**config.mk**
```make
export PLATFORM = sky130hd
export DESIGN_NAME = cpu_dbus_arbiter_flat
export DESIGN_NICKNAME = d
export VERILOG_FILES = /design/src/rtl/cpu_dbus_arbiter_pkg.sv /design/src/rtl/bus_if.sv /design/src/rtl/cpu_dbus_arb_pick.sv /design/src/rtl/cpu_dbus_arbiter.sv /design/src/flat_wrapper.sv
export SDC_FILE = /design/constraint.sdc
export NUM_CORES = 1
export LEC_CHECK = 0
export BUFFER_PORTS_ARGS = -buffer_cell sky130_fd_sc_hd__buf_2
export CAP_MARGIN = 20
export CORE_AREA = 8 8 115 117
export DETAILED_ROUTE_END_ITERATION = 8
export DIE_AREA = 0 0 123 125
export GPL_TIMING_DRIVEN = 0
export PLACE_DENSITY = 0.9
export REMOVE_ABC_BUFFERS = 1
export SLEW_MARGIN = 30
export SYNTH_ARGS = -nofsm -noshare
export SYNTH_HDL_FRONTEND = slang
export SYNTH_HIERARCHICAL = 1
export SYNTH_SLANG_ARGS = --single-unit
```
**constraint.sdc**
```tcl
create_clock -name clk -period 4.2 [get_ports clk]
set_clock_uncertainty 0.1 [all_clocks]
set_input_delay 0.63 -clock clk [delete_from_list [all_inputs] [get_ports clk]]
set_output_delay 0.63 -clock clk [all_outputs]
set_load 0.02 [all_outputs]
```
**src/rtl/cpu_dbus_arbiter_pkg.sv**
```systemverilog
// Shared types for the CPU data-bus arbiter: FSM state, one-hot grant and the latched request.
// Build option DBUS_ARB_ROUND_ROBIN_EN selects round-robin tie-breaking (see cpu_dbus_arb_pick).
package cpu_dbus_arbiter_pkg;

    typedef enum logic [1:0] {
        IDLE    = 2'd0,
        BUSY_M0 = 2'd1,
        BUSY_M1 = 2'd2
    } DbusArbState_t;

    typedef logic [1:0] DbusGrant_t;

    localparam DbusGrant_t GRANT_NONE = 2'b00;
    localparam DbusGrant_t GRANT_M0   = 2'b01;
    localparam DbusGrant_t GRANT_M1   = 2'b10;

    typedef struct packed {
        logic [31:0] address;
        logic [31:0] data_wr;
        logic [3:0]  mask;
        logic        read;
        logic        write;
    } dbus_req_t;

    localparam dbus_req_t REQ_NONE = '0;

    function automatic logic is_req(input dbus_req_t r);
        return r.read | r.write;
    endfunction

endpackage

```
**src/rtl/bus_if.sv**
```systemverilog
// CPU data-bus interface shared by the MEM stage, secondary masters and the downstream bridge.
interface Bus_if;
    logic [31:0] address;
    logic [31:0] data_wr;
    logic [31:0] data_rd;
    logic [3:0]  mask;
    logic        read;
    logic        write;
    logic        stall;

    modport master (
        output address, data_wr, mask, read, write,
        input  data_rd, stall
    );

    modport slave (
        input  address, data_wr, mask, read, write,
        output data_rd, stall
    );
endinterface

```
**src/rtl/cpu_dbus_arb_pick.sv**
```systemverilog
// Combinational winner select for the data-bus arbiter.
// DBUS_ARB_ROUND_ROBIN_EN: ties go to the master not granted last; otherwise m0 always wins.
module cpu_dbus_arb_pick
    import cpu_dbus_arbiter_pkg::*;
(
    input  logic       req0,
    input  logic       req1,
    input  logic       last_m1,
    output DbusGrant_t grant
);

`ifdef DBUS_ARB_ROUND_ROBIN_EN
    // NOTE: default first so every path assigns grant and no latch is inferred.
    always_comb begin
        grant = GRANT_NONE;
        if (req0 && req1) begin
            grant = last_m1 ? GRANT_M0 : GRANT_M1;
        end else if (req0) begin
            grant = GRANT_M0;
        end else if (req1) begin
            grant = GRANT_M1;
        end
    end
`else
    // Fixed priority: the history bit has no effect and its flop is pruned upstream.
    logic unused_last_m1;
    assign unused_last_m1 = last_m1;

    always_comb begin
        grant = GRANT_NONE;
        if (req0) begin
            grant = GRANT_M0;
        end else if (req1) begin
            grant = GRANT_M1;
        end
    end
`endif

endmodule

```
**src/rtl/cpu_dbus_arbiter.sv**
```systemverilog
// Two-master, one-slave CPU data-bus arbiter with zero-latency grant and a held request while stalled.
// Tie policy is set by DBUS_ARB_ROUND_ROBIN_EN inside cpu_dbus_arb_pick.
module cpu_dbus_arbiter
    import cpu_dbus_arbiter_pkg::*;
(
    input  logic       clk,
    input  logic       rst_n,
    Bus_if.slave       m0,
    Bus_if.slave       m1,
    Bus_if.master      s,
    output DbusGrant_t grant
);

    DbusArbState_t state;
    dbus_req_t     req_q;
    dbus_req_t     req0;
    dbus_req_t     req1;
    dbus_req_t     fwd;
    DbusGrant_t    pick;
    DbusGrant_t    owner;
    logic          last_m1;
    logic          done;

    assign req0 = {m0.address, m0.data_wr, m0.mask, m0.read, m0.write};
    assign req1 = {m1.address, m1.data_wr, m1.mask, m1.read, m1.write};

    cpu_dbus_arb_pick u_pick (
        .req0    (is_req(req0)),
        .req1    (is_req(req1)),
        .last_m1 (last_m1),
        .grant   (pick)
    );

    // Outputs are gated by rst_n so a request held during reset never reaches the slave.
    always_comb begin
        owner = GRANT_NONE;
        fwd   = REQ_NONE;
        if (rst_n) begin
            case (state)
                IDLE: begin
                    owner = pick;
                    if (pick == GRANT_M0) begin
                        fwd = req0;
                    end else if (pick == GRANT_M1) begin
                        fwd = req1;
                    end
                end
                BUSY_M0: begin
                    owner = GRANT_M0;
                    fwd   = req_q;
                end
                BUSY_M1: begin
                    owner = GRANT_M1;
                    fwd   = req_q;
                end
                default: ;
            endcase
        end
    end

    assign s.address = fwd.address;
    assign s.data_wr = fwd.data_wr;
    assign s.mask    = fwd.mask;
    assign s.read    = fwd.read;
    assign s.write   = fwd.write;
    assign grant     = owner;

    // Owner sees the slave stall, a waiting non-owner is held off, an idle master is left alone.
    assign m0.stall   = rst_n & (owner[0] ? s.stall : is_req(req0));
    assign m1.stall   = rst_n & (owner[1] ? s.stall : is_req(req1));
    assign m0.data_rd = owner[0] ? s.data_rd : 32'h0;
    assign m1.data_rd = owner[1] ? s.data_rd : 32'h0;

    assign done = is_req(fwd) & ~s.stall;

    // NOTE: sequential state uses non-blocking assignments so all flops update from pre-edge values.
    always_ff @(posedge clk or negedge rst_n) begin
        if (!rst_n) begin
            state   <= IDLE;
            req_q   <= REQ_NONE;
            last_m1 <= 1'b1;
        end else begin
            if (done) begin
                last_m1 <= owner[1];
            end
            case (state)
                IDLE: begin
                    if (owner != GRANT_NONE) begin
                        req_q <= fwd;
                        if (s.stall) begin
                            state <= owner[1] ? BUSY_M1 : BUSY_M0;
                        end
                    end
                end
                BUSY_M0, BUSY_M1: begin
                    if (!s.stall) begin
                        state <= IDLE;
                    end
                end
                default: state <= IDLE;
            endcase
        end
    end

endmodule

```
**src/flat_wrapper.sv**
```systemverilog
// flat-port wrapper written by rule: the top's interface ports become plain ports
module cpu_dbus_arbiter_flat import cpu_dbus_arbiter_pkg::*;
  (clk, rst_n, grant, m0_address, m0_data_wr, m0_mask, m0_read, m0_write, m0_data_rd, m0_stall, m1_address, m1_data_wr, m1_mask, m1_read, m1_write, m1_data_rd, m1_stall, s_address, s_data_wr, s_mask, s_read, s_write, s_data_rd, s_stall);
  Bus_if m0_i ();
  Bus_if m1_i ();
  Bus_if s_i ();
  input  logic clk;
  input  logic rst_n;
  output DbusGrant_t grant;
  input wire logic [$bits(m0_i.address)-1:0] m0_address;
  input wire logic [$bits(m0_i.data_wr)-1:0] m0_data_wr;
  input wire logic [$bits(m0_i.mask)-1:0] m0_mask;
  input wire logic [$bits(m0_i.read)-1:0] m0_read;
  input wire logic [$bits(m0_i.write)-1:0] m0_write;
  output wire logic [$bits(m0_i.data_rd)-1:0] m0_data_rd;
  output wire logic [$bits(m0_i.stall)-1:0] m0_stall;
  input wire logic [$bits(m1_i.address)-1:0] m1_address;
  input wire logic [$bits(m1_i.data_wr)-1:0] m1_data_wr;
  input wire logic [$bits(m1_i.mask)-1:0] m1_mask;
  input wire logic [$bits(m1_i.read)-1:0] m1_read;
  input wire logic [$bits(m1_i.write)-1:0] m1_write;
  output wire logic [$bits(m1_i.data_rd)-1:0] m1_data_rd;
  output wire logic [$bits(m1_i.stall)-1:0] m1_stall;
  output wire logic [$bits(s_i.address)-1:0] s_address;
  output wire logic [$bits(s_i.data_wr)-1:0] s_data_wr;
  output wire logic [$bits(s_i.mask)-1:0] s_mask;
  output wire logic [$bits(s_i.read)-1:0] s_read;
  output wire logic [$bits(s_i.write)-1:0] s_write;
  input wire logic [$bits(s_i.data_rd)-1:0] s_data_rd;
  input wire logic [$bits(s_i.stall)-1:0] s_stall;
  assign m0_i.address = m0_address;
  assign m0_i.data_wr = m0_data_wr;
  assign m0_i.mask = m0_mask;
  assign m0_i.read = m0_read;
  assign m0_i.write = m0_write;
  assign m0_data_rd = m0_i.data_rd;
  assign m0_stall = m0_i.stall;
  assign m1_i.address = m1_address;
  assign m1_i.data_wr = m1_data_wr;
  assign m1_i.mask = m1_mask;
  assign m1_i.read = m1_read;
  assign m1_i.write = m1_write;
  assign m1_data_rd = m1_i.data_rd;
  assign m1_stall = m1_i.stall;
  assign s_address = s_i.address;
  assign s_data_wr = s_i.data_wr;
  assign s_mask = s_i.mask;
  assign s_read = s_i.read;
  assign s_write = s_i.write;
  assign s_i.data_rd = s_data_rd;
  assign s_i.stall = s_stall;
  cpu_dbus_arbiter u_core (.clk(clk), .rst_n(rst_n), .m0(m0_i), .m1(m1_i), .s(s_i), .grant(grant));
endmodule
```
==> results.toml <==
[placed_design]
dp_cells = 927
place_hpwl_um = 12700
io_buffers = 312
routabilityCongestion = 0.804

[power]
powerDensity_mw_per_mm2 = 552
peakVddDrop_mv = 0.264
power_w = 0.00375
p_leak_nw = 4.17

[floorplan]
core_mm2 = 0.0116
die_w_um = 123
initial_core_util = 0.408
io_pins = 313
die_area_mm2 = 0.0154
die_h_um = 125
row_count = 40

[critical_path]
cp_data_required_time_ns = 3.47
cp.arrival_ns = 2.88
crit_type = "primary input to output pin"
r2r_slack_ns = 1.54
start_kind = "primary input"
critPathCaptureType = "output pin"
critical_path.max_fanout = 35

[detailed_routing]
wire_per_inst_um = 17.5
firstDrtPassIters = 5
drcViolationCount = 0
vias = 5086
drt-initial-drc-count = 361
antenna_left = 0
routed_wl_um = 16500
vias_per_cell = 5.39

[cts]
cts_hold_buf = 0
root_buffer = "clkbuf_16"
post_cts_buffers = 0
cts.clk_slew.worst_paths_ns = 0.06
clk_latency_ns = 0.32
cts.sinks = 72
cts_buffers = 9
cts_buffer_depth = 2
post_cts_resized = 0
htreeDepth = 3
cts_tree = "yes"

[outcome]
status = "complete, no violations"

[yosys]
yosysWarnings = 6
synthesis.area_mm2 = 0.00473
synth_cells = 511
synth.avg_cell_area_um2 = 9.26

[grt]
antenna_found_initial = 0
grt_overflow = 0
grt_pass1_wl_um = 25800
grt_max_degree = 65
track_usage = 0.205
first_global_vias = 4993

[timing]
rsz0062_at_grt = "false"
setup_viol = 0
min_period_over_period = 0.859
relSlewSlack = 0.543
clock.fmax_mhz = 277
slew_violations = 0
worst_pin_slew_ns = 0.685
period_needed_ns = 3.61
hold_viol = 0

[layout]
final_cell_mix = "311 x buf_2, 72 x dfrtp_1, 69 x a22o_1"
finalNetCount = 968
fin_cells = 943
syn_to_final_growth_pct = 43.2
final_common_cell = "buf_2"
drive_gt1_frac = 0.443
n_antenna_cell = 0

[job]
drv_cap = 0

[worst_hold_path]
min_path_type = "primary input to async pin"
==> worst max-delay path: stages <==
cell,delay [ns]
buf_2,0.10
or2_2,0.40
nor2b_4,0.24
nor2b_4,0.53
buf_16,0.22
buf_16,0.18
a22oi_1,0.10
nor2_1,0.17
a21o_1,0.12
buf_2,0.17
==> path summary, 6_finish.rpt <==
kind / start / end / cells past startpoint
max in group asynchronous: rst_n / u_core/req_q[39]$_DFFE_PN0P_ / 2
setup / recovery: m0_read / s_address[10] / 10
hold reg to reg: u_core/req_q[46]$_DFFE_PN0P_ / u_core/req_q[46]$_DFFE_PN0P_ / 1
setup reg to reg: u_core/state[0]$_DFFE_PN0P_ / u_core/req_q[21]$_DFFE_PN0P_ / 9
hold / removal: rst_n / u_core/req_q[41]$_DFFE_PN0P_ / 1
min in group clk: u_core/req_q[46]$_DFFE_PN0P_ / u_core/req_q[46]$_DFFE_PN0P_ / 1
==> layer usage <==
| layer | track usage | vias to the layer above | share of wire |
|---|---|---|---|
| met5 | 0 | - | 0 |
| met3 | 0.0446 | 23 | 0.084 |
| li1 | - | 2443 | - |
| met1 | 0.252 | 2407 | 0.40 |
| met2 | 0.352 | 213 | 0.50 |
| met4 | 0.0595 | 0 | 0.015 |
==> layout make-up <==
class | count | area [um^2]
tap | 147 | 184
timing repair buffer | 325 | 1820
multi-input combinational | 380 | 2650
sequential | 72 | 1800
inverter | 3 | 11.3
clock inverter | 6 | 83.8
fill | 1008 | 4830
clock buffer | 10 | 229
==> state kept, by name, indices dropped and copies added, names as in the netlist <==
register / cells
u_core/state: 2
u_core/req_q: 70
==> power by group <==
part / switching, W / internal (W) / total, W
combinational: 0.00101 / 0.000724 / 0.00173
clock: 0.000276 / 0.000518 / 0.000794
sequential: 0.000198 / 0.00102 / 0.00122
==> metrics by stage <==
stage	utilization	cell area, um^2	setup TNS, ns	worst slack (ns)	hold slack [ns]
after floorplan	-	4420	-79.53	-0.751	0.234
after global placement	0.531	6170	-418.20	-3.76	0.378
after detailed placement	0.557	6470	0	0.611	0.382
after CTS	0.584	6780	0	0.604	0.182
after global routing	0.584	6780	0	0.408	0.196
final	0.584	6780	0	0.594	0.172
Note: power is estimated with default switching activity, not from simulation.
